--- src/rtl/uart_tx_cfg.sv ---
`default_nettype none
// +--------------------------------------------------------------------------+
// | Module   : uart_tx_cfg                                                   |
// | Purpose  : Parametrised UART transmitter. DBIT data bits (LSB first),    |
// |            OVS s_tick pulses per bit, run-time parity (none/even/odd/    |
// |            mark) and one or two stop bits, latched at frame load.        |
// |            Ready/valid input handshake.                                  |
// | Option   : define UART_TX_FIFO_EN to put a FIFO_DEPTH-entry input FIFO   |
// |            (power of two, >= 2) in front of the engine. Without it a     |
// |            word is accepted only while the engine is idle.               |
// | Revision : 1.0 - initial release                                         |
// +--------------------------------------------------------------------------+
module uart_tx_cfg #(
  parameter int DBIT       = 8,
  parameter int OVS        = 16,
  parameter int FIFO_DEPTH = 4
) (
  input  logic            clk,
  input  logic            reset_n,
  input  logic            s_tick,
  input  logic [DBIT-1:0] din,
  input  logic            din_valid,
  output logic            din_ready,
  input  logic [1:0]      cfg_par,
  input  logic            cfg_stop2,
  output logic            tx,
  output logic            busy,
  output logic            tx_done_tick
);

  // Tick counter must reach 2*OVS-1 for a double stop bit.
  localparam int c_TW = $clog2(2 * OVS);
  localparam int c_BW = (DBIT > 1) ? $clog2(DBIT) : 1;

  localparam logic [c_TW-1:0] c_TICK_LAST  = c_TW'(OVS - 1);
  localparam logic [c_TW-1:0] c_STOP2_LAST = c_TW'(2 * OVS - 1);
  localparam logic [c_TW-1:0] c_TICK_ONE   = c_TW'(1);
  localparam logic [c_BW-1:0] c_BIT_LAST   = c_BW'(DBIT - 1);
  localparam logic [c_BW-1:0] c_BIT_ONE    = c_BW'(1);

  localparam logic [2:0] c_IDLE   = 3'd0;
  localparam logic [2:0] c_START  = 3'd1;
  localparam logic [2:0] c_DATA   = 3'd2;
  localparam logic [2:0] c_PARITY = 3'd3;
  localparam logic [2:0] c_STOP   = 3'd4;

  logic [2:0]      r_state;
  logic [2:0]      w_state_next;
  logic [c_TW-1:0] r_tick;
  logic [c_BW-1:0] r_bit;
  logic [DBIT-1:0] r_shreg;
  logic            r_par_bit;
  logic            r_par_en;
  logic            r_stop2;
  logic            r_tx;
  logic            w_tx_next;

  logic            w_avail;     // a word is waiting for the engine
  logic [DBIT-1:0] w_word;      // the word the engine would take now
  logic            w_load;      // engine takes w_word this clk
  logic            w_par_calc;
  logic [c_TW-1:0] w_stop_last;
  logic            w_period_end;

  assign w_load = (r_state == c_IDLE) && w_avail;

`ifdef UART_TX_FIFO_EN
  localparam int              c_AW    = (FIFO_DEPTH > 1) ? $clog2(FIFO_DEPTH) : 1;
  localparam logic [c_AW:0]   c_DEPTH = (c_AW + 1)'(FIFO_DEPTH);
  localparam logic [c_AW:0]   c_CNT_ONE = (c_AW + 1)'(1);
  localparam logic [c_AW-1:0] c_PTR_ONE = c_AW'(1);

  logic [DBIT-1:0] r_mem [FIFO_DEPTH];
  logic [c_AW-1:0] r_wp;
  logic [c_AW-1:0] r_rp;
  logic [c_AW:0]   r_count;
  logic            w_push;
  logic            w_full;

  assign w_full    = (r_count == c_DEPTH);
  assign din_ready = !w_full;
  assign w_push    = din_valid && !w_full;
  assign w_avail   = (r_count != '0);
  assign w_word    = r_mem[r_rp];

  // FIFO storage: data only, no reset needed
  always_ff @(posedge clk) begin
    if (w_push) begin
      r_mem[r_wp] <= din;
    end
  end

  // FIFO pointers and occupancy; simultaneous push and pop leave the count unchanged
  always_ff @(posedge clk or negedge reset_n) begin
    if (!reset_n) begin
      r_wp    <= '0;
      r_rp    <= '0;
      r_count <= '0;
    end else begin
      if (w_push) begin
        r_wp <= r_wp + c_PTR_ONE;
      end
      if (w_load) begin
        r_rp <= r_rp + c_PTR_ONE;
      end
      case ({w_push, w_load})
        2'b10:   r_count <= r_count + c_CNT_ONE;
        2'b01:   r_count <= r_count - c_CNT_ONE;
        default: r_count <= r_count;
      endcase
    end
  end
`else
  // Direct path: FIFO_DEPTH is meaningless here and always satisfied.
  localparam bit c_DIRECT = (FIFO_DEPTH >= 0);

  assign din_ready = (r_state == c_IDLE) && c_DIRECT;
  assign w_avail   = din_valid;
  assign w_word    = din;
`endif

  // Parity is taken from the word being loaded and frozen for the frame
  always_comb begin
    w_par_calc = 1'b0;
    case (cfg_par)
      2'b01:   w_par_calc = ^w_word;
      2'b10:   w_par_calc = ~^w_word;
      2'b11:   w_par_calc = 1'b1;
      default: w_par_calc = 1'b0;
    endcase
  end

  assign w_stop_last  = r_stop2 ? c_STOP2_LAST : c_TICK_LAST;
  assign w_period_end = s_tick &&
                        ((r_state == c_STOP) ? (r_tick == w_stop_last)
                                             : (r_tick == c_TICK_LAST));

  // State register
  always_ff @(posedge clk or negedge reset_n) begin
    if (!reset_n) begin
      r_state <= c_IDLE;
    end else begin
      r_state <= w_state_next;
    end
  end

  // Next-state logic; every transition out of a bit state waits for its last tick
  always_comb begin
    w_state_next = r_state;
    case (r_state)
      c_IDLE:   if (w_load)       w_state_next = c_START;
      c_START:  if (w_period_end) w_state_next = c_DATA;
      c_DATA:   if (w_period_end && (r_bit == c_BIT_LAST))
                  w_state_next = r_par_en ? c_PARITY : c_STOP;
      c_PARITY: if (w_period_end) w_state_next = c_STOP;
      c_STOP:   if (w_period_end) w_state_next = c_IDLE;
      default:  w_state_next = c_IDLE;
    endcase
  end

  // Output logic: line level for the current state, done pulse on the last stop tick
  always_comb begin
    w_tx_next    = 1'b1;
    tx_done_tick = 1'b0;
    case (r_state)
      c_START:  w_tx_next = 1'b0;
      c_DATA:   w_tx_next = r_shreg[0];
      c_PARITY: w_tx_next = r_par_bit;
      c_STOP:   tx_done_tick = w_period_end;
      default:  w_tx_next = 1'b1;
    endcase
  end

  // Registered line driver; reset forces the idle level immediately
  always_ff @(posedge clk or negedge reset_n) begin
    if (!reset_n) begin
      r_tx <= 1'b1;
    end else begin
      r_tx <= w_tx_next;
    end
  end

  // Frame datapath: load/latch config, tick and bit counters, shift register
  always_ff @(posedge clk or negedge reset_n) begin
    if (!reset_n) begin
      r_tick    <= '0;
      r_bit     <= '0;
      r_shreg   <= '0;
      r_par_bit <= 1'b0;
      r_par_en  <= 1'b0;
      r_stop2   <= 1'b0;
    end else if (w_load) begin
      r_shreg   <= w_word;
      r_par_bit <= w_par_calc;
      r_par_en  <= (cfg_par != 2'b00);
      r_stop2   <= cfg_stop2;
      r_tick    <= '0;
      r_bit     <= '0;
    end else if ((r_state != c_IDLE) && s_tick) begin
      if (w_period_end) begin
        r_tick <= '0;
        if (r_state == c_DATA) begin
          r_shreg <= {1'b0, r_shreg[DBIT-1:1]};
          r_bit   <= (r_bit == c_BIT_LAST) ? '0 : r_bit + c_BIT_ONE;
        end
      end else begin
        r_tick <= r_tick + c_TICK_ONE;
      end
    end
  end

  assign tx   = r_tx;
  assign busy = (r_state != c_IDLE);

endmodule
`default_nettype wire

--- config.mk ---
export PLATFORM = sky130hd
export DESIGN_NAME = uart_tx_cfg
export DESIGN_NICKNAME = d
export VERILOG_FILES = /design/src/rtl/uart_tx_cfg.sv
export SDC_FILE = /design/constraint.sdc
export NUM_CORES = 1
export LEC_CHECK = 0
export CAP_MARGIN = 20
export CORE_AREA = 2 2 61 63
export CTS_BUF_LIST = sky130_fd_sc_hd__clkbuf_16
export CTS_CLUSTER_DIAMETER = 200
export CTS_CLUSTER_SIZE = 25
export DETAILED_ROUTE_END_ITERATION = 7
export DIE_AREA = 0 0 63 65
export PLACE_DENSITY = 0.71
export SYNTH_ARGS = -nofsm -noshare
export SYNTH_HDL_FRONTEND = slang
export SYNTH_SLANG_ARGS = --single-unit
--- constraint.sdc ---
create_clock -name clk -period 1.6 [get_ports clk]
set_input_delay 0.32 -clock clk [delete_from_list [all_inputs] [get_ports clk]]
set_output_delay 0.32 -clock clk [all_outputs]
set_load 0.005 [all_outputs]
==> impl_results.md <==
* WL/cell at 16.94 µm
* CP required at 1.74 ns
* Die width at 63 µm
* H-tree Lvls at 1
* HP Class: in -> async
* Commonest register cell after synthesis: dfrtp_1
* Total core area at 3496 µm²
* Hold slack at 0.3837 ns
* Crit path DAT at 2.02 ns
* Critical path peak fanout at 7
* Die H at 65 µm
* Final hold violations at 0
* CP Capture Type: register
* Routed WL at 4168 µm
* Die ar. at 4095 µm²
* Net Switching at 0.9618 mW
* Clk sink count at 23
* RSZ-0062 raised after global routing: true
* Final Worst Setup Slack at -0.2828 ns
* Vias per cell at 5.467
* Yosys top cell area share at 42.15%
* Share of power burned in registers at 32.9%
* Commonest cells post-synth: 22 x dfrtp_1, 22 x nand2_1, 18 x nand3_1
* Layout cell share with drive strength beyond 1 at 42.93%
* P_leak at 1.036 nW
* Number of synthesized flops with an enable pin at 0
* Combinational share of power at 47.3%
* PnR Total Power at 2.821 mW
* DRC violation count after routing at 0
* Sequential area share after synthesis at 44.16%
* GRT Total Usage at 22.39%
* Max transition margin at 68.44%
* FF-to-FF End: r_tick[2]$_DFFE_PN0P_
* Crit path kind: reg -> reg
* Reg2Reg Depth at 9
* Root Driver: clkbuf_16
* Status: finished, violations left
* Worst slew pin tran at 0.4719 ns
* Clk_skew at 0.001668 ns
* Clock Path Buffers at 2
* Setup crit end: r_tick[2]$_DFFE_PN0P_
* Drt pass-1 iters at 4
* TritonCTS Buffers at 3
* Failing checks: setup timing
* Final Critical Period at 1.883 ns
* Reg2reg setup slack at -0.28 ns
* Port Buffers at 18
* Antenna violations before repair at 0
* Grt ovf at 0
* ANT cells at 0
* Max-slew violation count at 0
* Fillers at 287
* Critical Path Source Type: register
* Site Rows at 22
* First-pass GRT wire length at 6913 µm
* Largest net degree at the start of global routing at 17
* Initial DRC count at 80
* Cells after synthesis at 139
* Sw Ratio at 34.09%
* Synth Cell Area at 1306 µm²
* Fin crit share at 117.7%
* Setup-failing EPs final at 23
* Worst skew pair latency at 0.26 ns
* Vias in the first global route at 1478
* Start point of the critical path: r_state[2]$_DFFE_PN0P_
* Register Area at 576.8 µm²
* CTS tree: done
* Mean post-synth cell area at 9.398 µm²
* Syn-to-layout area delta at 69.54%
* Placer congestion estimate at 0.7884
* # nets final at 217
* Peak supply drop at 0.0006442 V
* Synth cell types at 37
* Yosys top cell by area: dfrtp_1
* Seq cells post-synth at 23
* Via count at 1345
* Synth top area cells: dfrtp_1 42%, nand3_1 6.9%, nand2_1 6.3%
* FF-to-FF Start: r_state[2]$_DFFE_PN0P_
* Async set-reset flop share out of synthesis at 100.0%
* Finished Cell Area at 2215 µm²
* Clock share of power at 19.8%
* PwrDens at 1274 nW/µm²
* Fmax at 531.1 MHz
* Power Internal at 1.860 mW
* Top Ports at 19
* Initial Util at 37.37%
* Antenna viol nets, final at 0
* Setup_tns at -3.817 ns
* Syn_nets at 157
* Maxcap violations at 0
* Multi-input logic area at 800.8 µm²
* Post-DP Area at 1750 µm²
* HPWL Detailed at 2345 µm
* Hold buffers post-CTS at 0
* Yosys warning count at 0
* Clock transition at path regs at 0.06 ns
* Util after Layout at 63.35%
==> state kept, by name, indices dropped and copies added, names as in the netlist <==
signal	cells
tx	1
r_bit	3
r_par_en	1
r_par_bit	1
r_tick	5
r_shreg	8
r_state	3
r_stop2	1
==> routing by layer <==
layer | track usage [%] | wire length, µm | up-vias
li1 | - | - | 614
met1 | 23.40 | 1528 | 663
met2 | 42.55 | 2276 | 52
met3 | 4.514 | 200 | 16
met4 | 10.83 | 162 | 0
met5 | 0 | 0 | -
==> layout by cell type, fill, tap and decap left out, types with 3 or more instances in the layout <==
| master | n |
|---|---|
| buf_6 | 11 |
| buf_12 | 3 |
| nand3_1 | 6 |
| a21oi_1 | 3 |
| buf_4 | 27 |
| nand4_1 | 8 |
| o21ai_1 | 4 |
| and2_4 | 3 |
| mux2i_1 | 3 |
| buf_16 | 3 |
| xnor2_1 | 6 |
| inv_1 | 4 |
| clkbuf_16 | 3 |
| nor2_1 | 5 |
| dfrtp_1 | 22 |
| nand2_1 | 19 |
| clkdlybuf4s50_1 | 13 |
| nand3_2 | 12 |
==> per-stage QoR <==
| step | setup slack, ns | cells |
|---|---|---|
| after global placement | -0.5611 | 224 |
| after floorplan | -0.1276 | 139 |
| after global routing | -0.3165 | 246 |
| final | -0.2828 | 246 |
| after CTS | -0.2434 | 245 |
| after detailed placement | -0.5770 | 224 |
==> kinds of logic (layout without fill, tap and decap cells) <==
logic type,Yosys count,count (layout),share of synthesized area [%]
compound gates,21,21,10.44
xor+xnor,8,8,6.801
fa+ha+maj,3,3,2.874
buf+inv,13,71,5.651
flops,23,23,44.16
mux,3,3,2.299
simple gates,68,69,27.78
==> layout make-up <==
type | instances | share of cell area (%)
clock inverters | 1 | 0.3390
repair buffers | 62 | 30.40
well taps | 48 | 2.712
clock buffers | 3 | 3.390
flip-flops and latches | 23 | 26.05
inverters | 5 | 0.9605
multi-input cells | 104 | 36.16
==> worst min path at each step <==
stage	slack, ns	depth (start not counted)	from	to
2_1_floorplan	0.02	0	reset_n	r_bit[0]$_DFFE_PN0P_
3_3_place_gp	0.47	2	r_par_bit$_DFFE_PN0P_	r_par_bit$_DFFE_PN0P_
3_5_place_dp	0.48	2	r_par_bit$_DFFE_PN0P_	r_par_bit$_DFFE_PN0P_
4_1_cts	0.39	1	reset_n	r_stop2$_DFFE_PN0P_
5_1_grt	0.41	1	reset_n	r_state[0]$_DFFE_PN0P_
6_report	0.38	1	reset_n	r_stop2$_DFFE_PN0P_
==> timing repair <==
item                       CTS  global route
gates resized for setup     51            11
setup buffers               14             3
cloned                       5             0
setup endpoints to repair   22            26
pin swaps                   20             7
==> critical path, cell delays in order (launching register included) <==
cell	delay [ns]
dfrtp_1	0.40
buf_4	0.17
or3_4	0.42
inv_4	0.07
buf_6	0.11
buf_6	0.11
buf_4	0.12
a21oi_1	0.05
o21ai_1	0.20
o31ai_1	0.10
==> power by group through the flow <==
stage          combinational (mW)  clock (mW)  sequential, mW
2_1_floorplan               0.564           0           0.909
3_3_place_gp                0.913           0           0.900
3_5_place_dp                0.945           0           0.913
4_1_cts                      1.25       0.569           0.920
5_1_grt                      1.44       0.592           0.949
6_report                     1.33       0.557           0.929
No activity file was read; power rests on OpenSTA's default activity.
